--- config.mk ---
export PLATFORM = sky130hd
export DESIGN_NAME = kpn_split_n_flat
export DESIGN_NICKNAME = d
export VERILOG_FILES = /design/src/rtl/kpn_split_n_if.sv /design/src/rtl/kpn_split_n.sv /design/src/flat_wrapper.sv
export SDC_FILE = /design/constraint.sdc
export NUM_CORES = 1
export LEC_CHECK = 0
export CELL_PAD_IN_SITES_DETAIL_PLACEMENT = 0
export CELL_PAD_IN_SITES_GLOBAL_PLACEMENT = 2
export CORE_MARGIN = 2
export CORE_UTILIZATION = 26
export DETAILED_ROUTE_END_ITERATION = 7
export HOLD_SLACK_MARGIN = 0.1
export PLACE_DENSITY_LB_ADDON = 0.1
export SYNTH_ARGS = -nofsm -noshare
export SYNTH_HDL_FRONTEND = slang
export SYNTH_SLANG_ARGS = --single-unit
--- constraint.sdc ---
create_clock -name clk -period 1.6 [get_ports clk]
set_input_delay 0.24 -clock clk [delete_from_list [all_inputs] [get_ports clk]]
set_output_delay 0.24 -clock clk [all_outputs]
set_load 0.01 [all_outputs]
--- src/rtl/kpn_split_n_if.sv ---
// Signal bundle between the KPN fork process and its surrounding FIFOs.
// The master side is the fork process itself; the slave side is the
// environment (upstream FIFO read port plus the downstream FIFO write ports).
interface kpn_split_n_if #(
    parameter int DATA_WIDTH = 16,
    parameter int NUM_OUT    = 2,
    parameter int CNT_WIDTH  = 16
);
    logic                  mode;
    logic                  in_empty;
    logic [DATA_WIDTH-1:0] in_data;
    logic                  rd;
    logic [NUM_OUT-1:0]    out_full;
    logic [NUM_OUT-1:0]    wr;
    logic [DATA_WIDTH-1:0] out_data;
    logic                  busy;
    logic [CNT_WIDTH-1:0]  tok_count;

    modport master (
        input  mode, in_empty, in_data, out_full,
        output rd, wr, out_data, busy, tok_count
    );

    modport slave (
        output mode, in_empty, in_data, out_full,
        input  rd, wr, out_data, busy, tok_count
    );
endinterface

--- src/rtl/kpn_split_n.sv ---
// KPN fork process: reads one token at a time from an upstream FIFO and
// delivers it either to every output channel (broadcast) or to a single
// channel chosen in rotating order (distribute). Each channel is written at
// most once per token and only while it has space, so backpressure on one
// channel never drops or duplicates a token on another.
module kpn_split_n #(
    parameter int DATA_WIDTH = 16,
    parameter int NUM_OUT    = 2,
    parameter int CNT_WIDTH  = 16
) (
    input logic           clk,
    input logic           rst,
    kpn_split_n_if.master bus
);
    localparam int PTR_W = (NUM_OUT > 1) ? $clog2(NUM_OUT) : 1;
    localparam logic [PTR_W-1:0] LAST_CH = PTR_W'(NUM_OUT - 1);

    typedef enum logic [1:0] {
        IDLE  = 2'd0,
        FETCH = 2'd1,
        HOLD  = 2'd2
    } state_t;

    state_t                state;
    logic [DATA_WIDTH-1:0] hold_reg;
    logic [NUM_OUT-1:0]    pend_mask;
    logic [NUM_OUT-1:0]    pend_next;
    logic [NUM_OUT-1:0]    rr_onehot;
    logic [NUM_OUT-1:0]    wr_c;
    logic [PTR_W-1:0]      rr_ptr;
    logic                  mode_lat;
    logic [CNT_WIDTH-1:0]  tok_count;
    logic                  rd_c;
    logic                  done;

    assign rr_onehot = NUM_OUT'(1) << rr_ptr;

    // Read/write strobes: reads only when the FSM can accept a token, writes
    // only to channels still owed this token and currently not full.
    always_comb begin
        rd_c      = 1'b0;
        wr_c      = '0;
        pend_next = pend_mask;
        done      = 1'b0;
        case (state)
            IDLE: begin
                rd_c = ~bus.in_empty;
            end
            HOLD: begin
                wr_c      = pend_mask & ~bus.out_full;
                pend_next = pend_mask & ~wr_c;
                done      = (pend_next == '0);
                // Chaining the next read into the completing cycle gives
                // one token every two cycles without backpressure.
                rd_c      = done & ~bus.in_empty;
            end
            default: ;
        endcase
        // Strobes stay quiet for the whole time reset is held.
        if (rst) begin
            rd_c = 1'b0;
            wr_c = '0;
        end
    end

    // Token FSM: latch token and mode in FETCH, drain the pending channel
    // mask in HOLD, then count the token and advance the rotation pointer.
    always_ff @(posedge clk or posedge rst) begin
        if (rst) begin
            state     <= IDLE;
            hold_reg  <= '0;
            pend_mask <= '0;
            rr_ptr    <= '0;
            mode_lat  <= 1'b0;
            tok_count <= '0;
        end else begin
            case (state)
                IDLE: begin
                    if (rd_c) state <= FETCH;
                end
                FETCH: begin
                    hold_reg  <= bus.in_data;
                    mode_lat  <= bus.mode;
                    pend_mask <= bus.mode ? rr_onehot : '1;
                    state     <= HOLD;
                end
                HOLD: begin
                    pend_mask <= pend_next;
                    if (done) begin
                        tok_count <= tok_count + 1'b1;
                        // Broadcast tokens leave the rotation untouched.
                        if (mode_lat) begin
                            rr_ptr <= (rr_ptr == LAST_CH) ? '0 : rr_ptr + 1'b1;
                        end
                        state <= rd_c ? FETCH : IDLE;
                    end
                end
                default: state <= IDLE;
            endcase
        end
    end

    // out_data is the held token; it keeps the last value outside HOLD.
    assign bus.rd        = rd_c;
    assign bus.wr        = wr_c;
    assign bus.out_data  = hold_reg;
    assign bus.busy      = (state != IDLE);
    assign bus.tok_count = tok_count;
endmodule

--- src/flat_wrapper.sv ---
// flat-port wrapper written by rule: the top's interface ports become plain ports
module kpn_split_n_flat 
#(
    parameter int DATA_WIDTH = 16,
    parameter int NUM_OUT    = 2,
    parameter int CNT_WIDTH  = 16
)
  (clk, rst, bus_mode, bus_in_empty, bus_in_data, bus_out_full, bus_rd, bus_wr, bus_out_data, bus_busy, bus_tok_count);
  kpn_split_n_if #(.DATA_WIDTH(DATA_WIDTH), .NUM_OUT(NUM_OUT), .CNT_WIDTH(CNT_WIDTH)) bus_i ();
  input logic clk;
  input logic rst;
  input wire logic [$bits(bus_i.mode)-1:0] bus_mode;
  input wire logic [$bits(bus_i.in_empty)-1:0] bus_in_empty;
  input wire logic [$bits(bus_i.in_data)-1:0] bus_in_data;
  input wire logic [$bits(bus_i.out_full)-1:0] bus_out_full;
  output wire logic [$bits(bus_i.rd)-1:0] bus_rd;
  output wire logic [$bits(bus_i.wr)-1:0] bus_wr;
  output wire logic [$bits(bus_i.out_data)-1:0] bus_out_data;
  output wire logic [$bits(bus_i.busy)-1:0] bus_busy;
  output wire logic [$bits(bus_i.tok_count)-1:0] bus_tok_count;
  assign bus_i.mode = bus_mode;
  assign bus_i.in_empty = bus_in_empty;
  assign bus_i.in_data = bus_in_data;
  assign bus_i.out_full = bus_out_full;
  assign bus_rd = bus_i.rd;
  assign bus_wr = bus_i.wr;
  assign bus_out_data = bus_i.out_data;
  assign bus_busy = bus_i.busy;
  assign bus_tok_count = bus_i.tok_count;
  kpn_split_n #(.DATA_WIDTH(DATA_WIDTH), .NUM_OUT(NUM_OUT), .CNT_WIDTH(CNT_WIDTH)) u_core (.clk(clk), .rst(rst), .bus(bus_i));
endmodule
==> flow_metrics.env <==
export IMPL_rows=29
export IMPL_synth_cells=132
export IMPL_pin_count=58
export IMPL_p_clk_frac=0.183
export IMPL_grt_first_pass_wirelength_mm=6.69
export IMPL_status="finished with violations"
export IMPL_relSlewSlack=0.798
export IMPL_drtIter0Drc=31
export IMPL_final_core_util=0.426
export IMPL_synth_top_family_by_area="simple AND/OR/NAND/NOR gates"
export IMPL_portBuffers=57
export IMPL_syn_area_um2=1730
export IMPL_power_density_nw_per_um2=1590
export IMPL_finalCritPeriodShare=1.02
export IMPL_cts_hold_buf=0
export IMPL_p_int_mw=2.98
export IMPL_num_vias=1287
export IMPL_final_cell_mix="clkdlybuf4s50_1 (53), dfrtp_1 (33), mux2_2 (18)"
export IMPL_drtAntennaViolNets=0
export IMPL_n_antenna_cell=0
export IMPL_cts_tree="done"
export IMPL_nNetsFinal=241
export IMPL_grt_ovfl_total=0
export IMPL_yosysUniqueCellTypes=30
export IMPL_violations="negative setup slack"
export IMPL_crit_slowest_cell="clkdlybuf4s50_1"
export IMPL_syn_num_nets=160
export IMPL_drtPass1Iterations=2
export IMPL_area_delta_synth_final_pct=57.1
export IMPL_seq_area_frac_synth=0.549
export IMPL_worstSetupEndpointType="primary output"
export IMPL_cts_inserted_buffers=5
export IMPL_syn_avg_cell_area_um2=13.1
export IMPL_ys_ff_latch=38
export IMPL_rsz0062_at_grt="true"
export IMPL_maxSlewViolCount=0
export IMPL_pwr_share_comb=0.452
export IMPL_yosysTopAreaCellShare=0.549
export IMPL_first_global_vias=1392
export IMPL_finalSetupViolations=2
export IMPL_muxShareOfSynthArea=0.124
export IMPL_ctsHtreeMaxLevel=2
export IMPL_gr_usage_all_layers=0.115
export IMPL_crit_type="in2out"
export IMPL_yosys_area_share_adder=0.0434
export IMPL_power_frac_seq=0.365
export IMPL_max_freq_mhz=612
export IMPL_vias_per_cell=4.42
export IMPL_maxCapViolCount=0
export IMPL_timing_final_ws_setup_ps=-35.0
export IMPL_worst_hold_slack_ps=461
export IMPL_synth_largest_area_cell="dfrtp_1"
export IMPL_die_h_um=85.6
export IMPL_drive_gt1_frac=0.336
export IMPL_wl_mm=3.98
export IMPL_start_util=0.271
export IMPL_synth_simple_area_share=0.147
export IMPL_synth_area_top_cells="dfrtp_1 (55%), mux2_2 (12%), xnor2_1 (6.1%), ha_1 (4.3%), nand2_1 (3.3%)"
export IMPL_max_stage_delay_ps=470
export IMPL_worst_pin_slew_ps=300
export IMPL_core_area_um2=6390
export IMPL_routabilityCongestion=0.742
export IMPL_synth_warnings=0
export IMPL_ctsRootBufferMaster="clkbuf_8"
export IMPL_mostFrequentLayoutCell="clkdlybuf4s50_1"
export IMPL_hold_viol=0
export IMPL_n_fill_cell=604
export IMPL_skew_ps=7.51
export IMPL_switching_share=0.312
export IMPL_dp_hpwl_mm=2.97
export IMPL_die_w_um=85.6
export IMPL_leakagePower_nw=1.14
export IMPL_cts_max_path_buffers=2
export IMPL_synth_compound_area_frac=0.0397
export IMPL_reg2reg_depth=7
export IMPL_clk_latency_ps=290
export IMPL_fp_dieArea_um2=7330
export IMPL_hold_class="in2async"
export IMPL_crit_top_cell="nor2_1"
export IMPL_wire_per_inst_um=13.7
export IMPL_period_needed_ps=1630
export IMPL_finalPower_mw=4.32
export IMPL_start_kind="input pin"
export IMPL_clock_sinks=38
export IMPL_worstPathMaxFanout=3
export IMPL_net_switching_power_mw=1.35
export IMPL_required_ps=1360
export IMPL_vdd_ir_drop_max_mv=0.723
export IMPL_yosys_area_share_xor_xnor=0.0809
export IMPL_antenna_found_initial=0
export IMPL_path_cells="clkdlybuf4s50_1, a22o_4, nor2_4, nor2_1, nor2_1, buf_2"
export IMPL_arrival_ps=1390
export IMPL_grt_start_max_net_pins=39
export IMPL_clk_pin_slew_worst_paths_ps=70
export IMPL_drc=0
[routing by layer]
metal,vias to the layer above,track usage,routed length (um)
met5,-,0,0
met4,0,0.0346,55
met3,6,0.0337,240
met2,35,0.188,1920
met1,633,0.149,1760
li1,613,-,-
[state kept, by name, summed over array words and instances (netlist names)]
signal / count
u_core.bus.out_data: 16
u_core.bus.tok_count: 16
u_core.pend_mask: 2
u_core.state: 2
u_core.mode_lat: 1
u_core.rr_ptr: 1
[power groups by stage]
stage | sequential (mW) | combinational, mW | clock (mW)
after detailed placement | 1.58 | 1.89 | 0
final | 1.58 | 1.96 | 0.792
after CTS | 1.58 | 1.93 | 0.822
after global placement | 1.57 | 1.86 | 0
after global routing | 1.64 | 2.12 | 0.861
after floorplan | 1.68 | 0.766 | 0
[stage by stage]
stage,area [um^2],cells,setup WS [ps],TNS [ps]
floorplan,1730,132,-40.6,-81.2
global placement,2530,279,-394,-2970
detailed placement,2530,279,-380,-3190
CTS,2660,287,-21.2,-21.2
global route,2720,291,-94.8,-382
finish,2720,291,-35.0,-54.3
[cells by family (layout without fill, tap and decap cells)]
family	count (synthesis)	in the layout
DFF	38	38
and+or+nand+nor	39	39
AOI/OAI and AO/OA	7	7
buffers and inverters	7	89
adders and majority gates	6	6
xor gates and xnor gates	16	16
muxes	19	19
[final cells by class]
type / count / area, um^2 / share of cell area
Clock inverter: 1 / 30.0 / 0.0110
Clock buffer: 7 / 76.3 / 0.0281
Tap cell: 77 / 96.3 / 0.0354
Timing Repair Buffer: 76 / 726 / 0.267
Sequential cell: 38 / 957 / 0.352
Inverter: 5 / 21.3 / 0.00782
Multi-Input combinational cell: 87 / 813 / 0.299
[repair_timing]
action                                  CTS  global route
setup buffers                             0             4
pin swaps                                 1             8
gates resized for setup                  25            11
endpoints found under the setup margin    6            17
[worst max-delay path, delay by kind of cell]
family | cells | cell delay (ps)
compound gates | 1 | 260
buf+inv | 2 | 620
simple gates | 3 | 270
[Yosys cell counts, drive strengths merged]
cell,count
dfrtp,38
mux2,19
nand2,15
xnor2,12
ha,6
nand3,6
nor2,6
inv,5
xor2,4
nand4,3
a21oi,2
buf,2
nor3,2
nor4b,2
a21o,1
a22o,1
a22oi,1
and3,1
and4,1
nor2b,1
nor4,1
o21ai,1
o32ai,1
or2,1
[final timing paths]
path	start	endpoint	slack (ps)
max	bus_out_full[1]	bus_rd	-30
max reg2reg	u_core.state[0]	u_core.bus.tok_count[9]	70
min reg2reg	u_core.bus.tok_count[15]	u_core.bus.tok_count[15]	470
min in group clk	u_core.bus.tok_count[15]	u_core.bus.tok_count[15]	470
max in group asynchronous	rst	u_core.bus.tok_count[0]	940
min	rst	u_core.bus.out_data[8]	460
Note: power is estimated with default switching activity, not from simulation.
==> edit (same settings) <==
`NUM_OUT` is set to 2 in 3 places; all go to 1.
--- a/src/rtl/kpn_split_n_if.sv
+++ b/src/rtl/kpn_split_n_if.sv
@@ -3,7 +3,7 @@
 // environment (upstream FIFO read port plus the downstream FIFO write ports).
 interface kpn_split_n_if #(
     parameter int DATA_WIDTH = 16,
-    parameter int NUM_OUT    = 2,
+    parameter int NUM_OUT    = 1,
     parameter int CNT_WIDTH  = 16
 );
     logic                  mode;
--- a/src/rtl/kpn_split_n.sv
+++ b/src/rtl/kpn_split_n.sv
@@ -5,7 +5,7 @@
 // channel never drops or duplicates a token on another.
 module kpn_split_n #(
     parameter int DATA_WIDTH = 16,
-    parameter int NUM_OUT    = 2,
+    parameter int NUM_OUT    = 1,
     parameter int CNT_WIDTH  = 16
 ) (
     input logic           clk,
--- a/src/flat_wrapper.sv
+++ b/src/flat_wrapper.sv
@@ -2,7 +2,7 @@
 module kpn_split_n_flat 
 #(
     parameter int DATA_WIDTH = 16,
-    parameter int NUM_OUT    = 2,
+    parameter int NUM_OUT    = 1,
     parameter int CNT_WIDTH  = 16
 )
   (clk, rst, bus_mode, bus_in_empty, bus_in_data, bus_out_full, bus_rd, bus_wr, bus_out_data, bus_busy, bus_tok_count);
Interface: changed (resized bus_out_full and bus_wr); port bits go from 58 to 56. No check against the original RTL was run, so the function may have changed too.
==> edit against the original RTL <==
The run still ends with setup timing left; cell area decreased by 7.8%; worst setup slack improved by 8.5 ps; die area decreased by 12%; critical endpoint unchanged; via count decreased by 13%; power decreased by 13%; synthesized area decreased by 13%; sequential cell count decreased by 3; count of clock-buffer cells in the layout decreased by 1; routed wire length decreased by 15%; sequential share of layout area decreased by 0.13 points.
==> edit: results <==
group,metric,value,unit
synthesis,synth.area.top_cells,"dfrtp_1 58%, mux2_2 13%, xnor2_1 7.5%, ha_1 5.0%, and3_1 1.7%",
cells_and_area,nets,216,
run_status,outcome,"finished with violations",
synthesis,yosys-top-cells-count,"35 x dfrtp_1, 18 x mux2_2, 13 x xnor2_1",
placed_design,place.gp.congestion,0.737,
synthesis,synth-seq-area-share,0.580,
cells_and_area,fillCellCount,540,
critical_path,reg2reg_setup_slack,-20,ps
global_route,antenna_found_initial,0,
detailed_routing,route.vias.total,1122,
timing,setup_ws,-26.5,ps
critical_path,crit_family,"flip-flops",
clocking,cts-buffers-inserted,5,
power_and_ir_drop,p_leak,1.12,nW
global_route,grt_pass1_wl,5.42,mm
synthesis,syn_nets,139,
timing,hold_viol_final,0,
cells_and_area,antenna_cells,0,
placed_design,portBuffers,54,
clocking,cts_max_level,2,
critical_path,endpoint,"bus_rd",
critical_path,crit_slowest_cell,"dfrtp_1",
critical_path,r2r-end,"u_core.bus.tok_count[15]",
placed_design,place_area,0.00224,mm²
detailed_routing,drt-total-wl,3.39,mm
critical_path,worstPathMaxFanout,2,
synthesis,synth_top_flop_cell,"dfrtp_1",
synthesis,ys_types,21,
clocking,cts_buffer_depth,2,
critical_path,reg2reg_depth,8,
cells_and_area,layout-drive-gt1-share,0.365,
detailed_routing,drtIter0Drc,34,
timing,setup_violations,4,
critical_path,critPathLaunchType,"flop",
timing,fin_worst_skew,6.07,ps
placed_design,place_ws,-363,ps
global_route,grt_pass1_vias,1169,
power_and_ir_drop,power_frac_comb,0.467,
power_and_ir_drop,clkPwrFrac,0.170,
timing,relSlewSlack,0.853,
power_and_ir_drop,p_switching,1.13,mW
clocking,root_buffer,"clkbuf_8",
critical_path,reg2reg_from,"u_core.state[0]",
synthesis,synthArstFlopShare,1.00,
power_and_ir_drop,ir_drop,0.000622,V
run_status,violations,"setup timing",
critical_path,slowest_delay,390,ps
global_route,grt_start_max_net_pins,36,
placed_design,hpwl,2.34,mm
synthesis,yosysWarnings,0,
min_path,min_path_type,"input pin to asynchronous set/reset pin",
clocking,clk_latency,280,ps
die,die_w,80.2,µm
global_route,grt_usage,0.110,
detailed_routing,dr.pass1.iters,2,
critical_path,arrival,1390,ps
clocking,clkSlewWorstSetupHoldPaths,70,ps
## edit: how the worst min path moves through the flow
stage	depth (start not counted)	end	slack (ps)	start
2_1_floorplan	1	u_core.bus.out_data[0]	390	rst
3_3_place_gp	1	u_core.bus.tok_count[15]	460	u_core.bus.tok_count[15]
3_5_place_dp	1	u_core.bus.tok_count[15]	480	u_core.bus.tok_count[15]
4_1_cts	3	u_core.bus.tok_count[9]	410	rst
5_1_grt	3	u_core.bus.tok_count[9]	440	rst
6_report	3	u_core.bus.out_data[1]	400	rst
## edit: what timing repair did
item,4_1_cts,5_1_grt
gates resized for setup,19,25
setup endpoints to repair,14,13
pin swaps,2,11
setup buffers,1,6
## edit: area by class of cell
class                   count  share of cell area
flip-flops and latches     35               0.351
multi-input cells          69               0.289
repair buffers             73               0.282
well taps                  72              0.0359
clock buffers               6              0.0329
inverters                   5             0.00748
clock inverters             1             0.00200
## edit: stage by stage
step,TNS (ps),utilization,power (mW),instances
3_3_place_gp,-2030,0.402,3.00,247
2_1_floorplan,-15.3,-,2.11,112
5_1_grt,-992,0.450,4.04,261
3_5_place_dp,-2340,0.402,3.02,247
4_1_cts,-340,0.422,3.72,255
6_report,-86.4,0.450,3.76,261
## edit: tightest hold or removal path, stage by stage
cell and delay (ps):
clkdlybuf4s50_1 460, inv_1 120, buf_12 220
## edit: cells by family (layout without fill, tap and decap cells)
group,count (synthesis),after routing,share of synthesized area
mux,18,18,0.134
xor+xnor,15,15,0.0870
compound gates,4,4,0.0257
flops,35,35,0.580
simple gates,26,26,0.100
fa+ha+maj,6,6,0.0497
buf+inv,8,85,0.0232
## edit: layer usage
metal  global-route usage  routed length [µm]  vias up
li1                     -                   -      538
met1                0.126                1420      542
met2                0.188                1740       36
met3               0.0348                 189        6
met4               0.0458                  45        0
met5                    0                   0        -
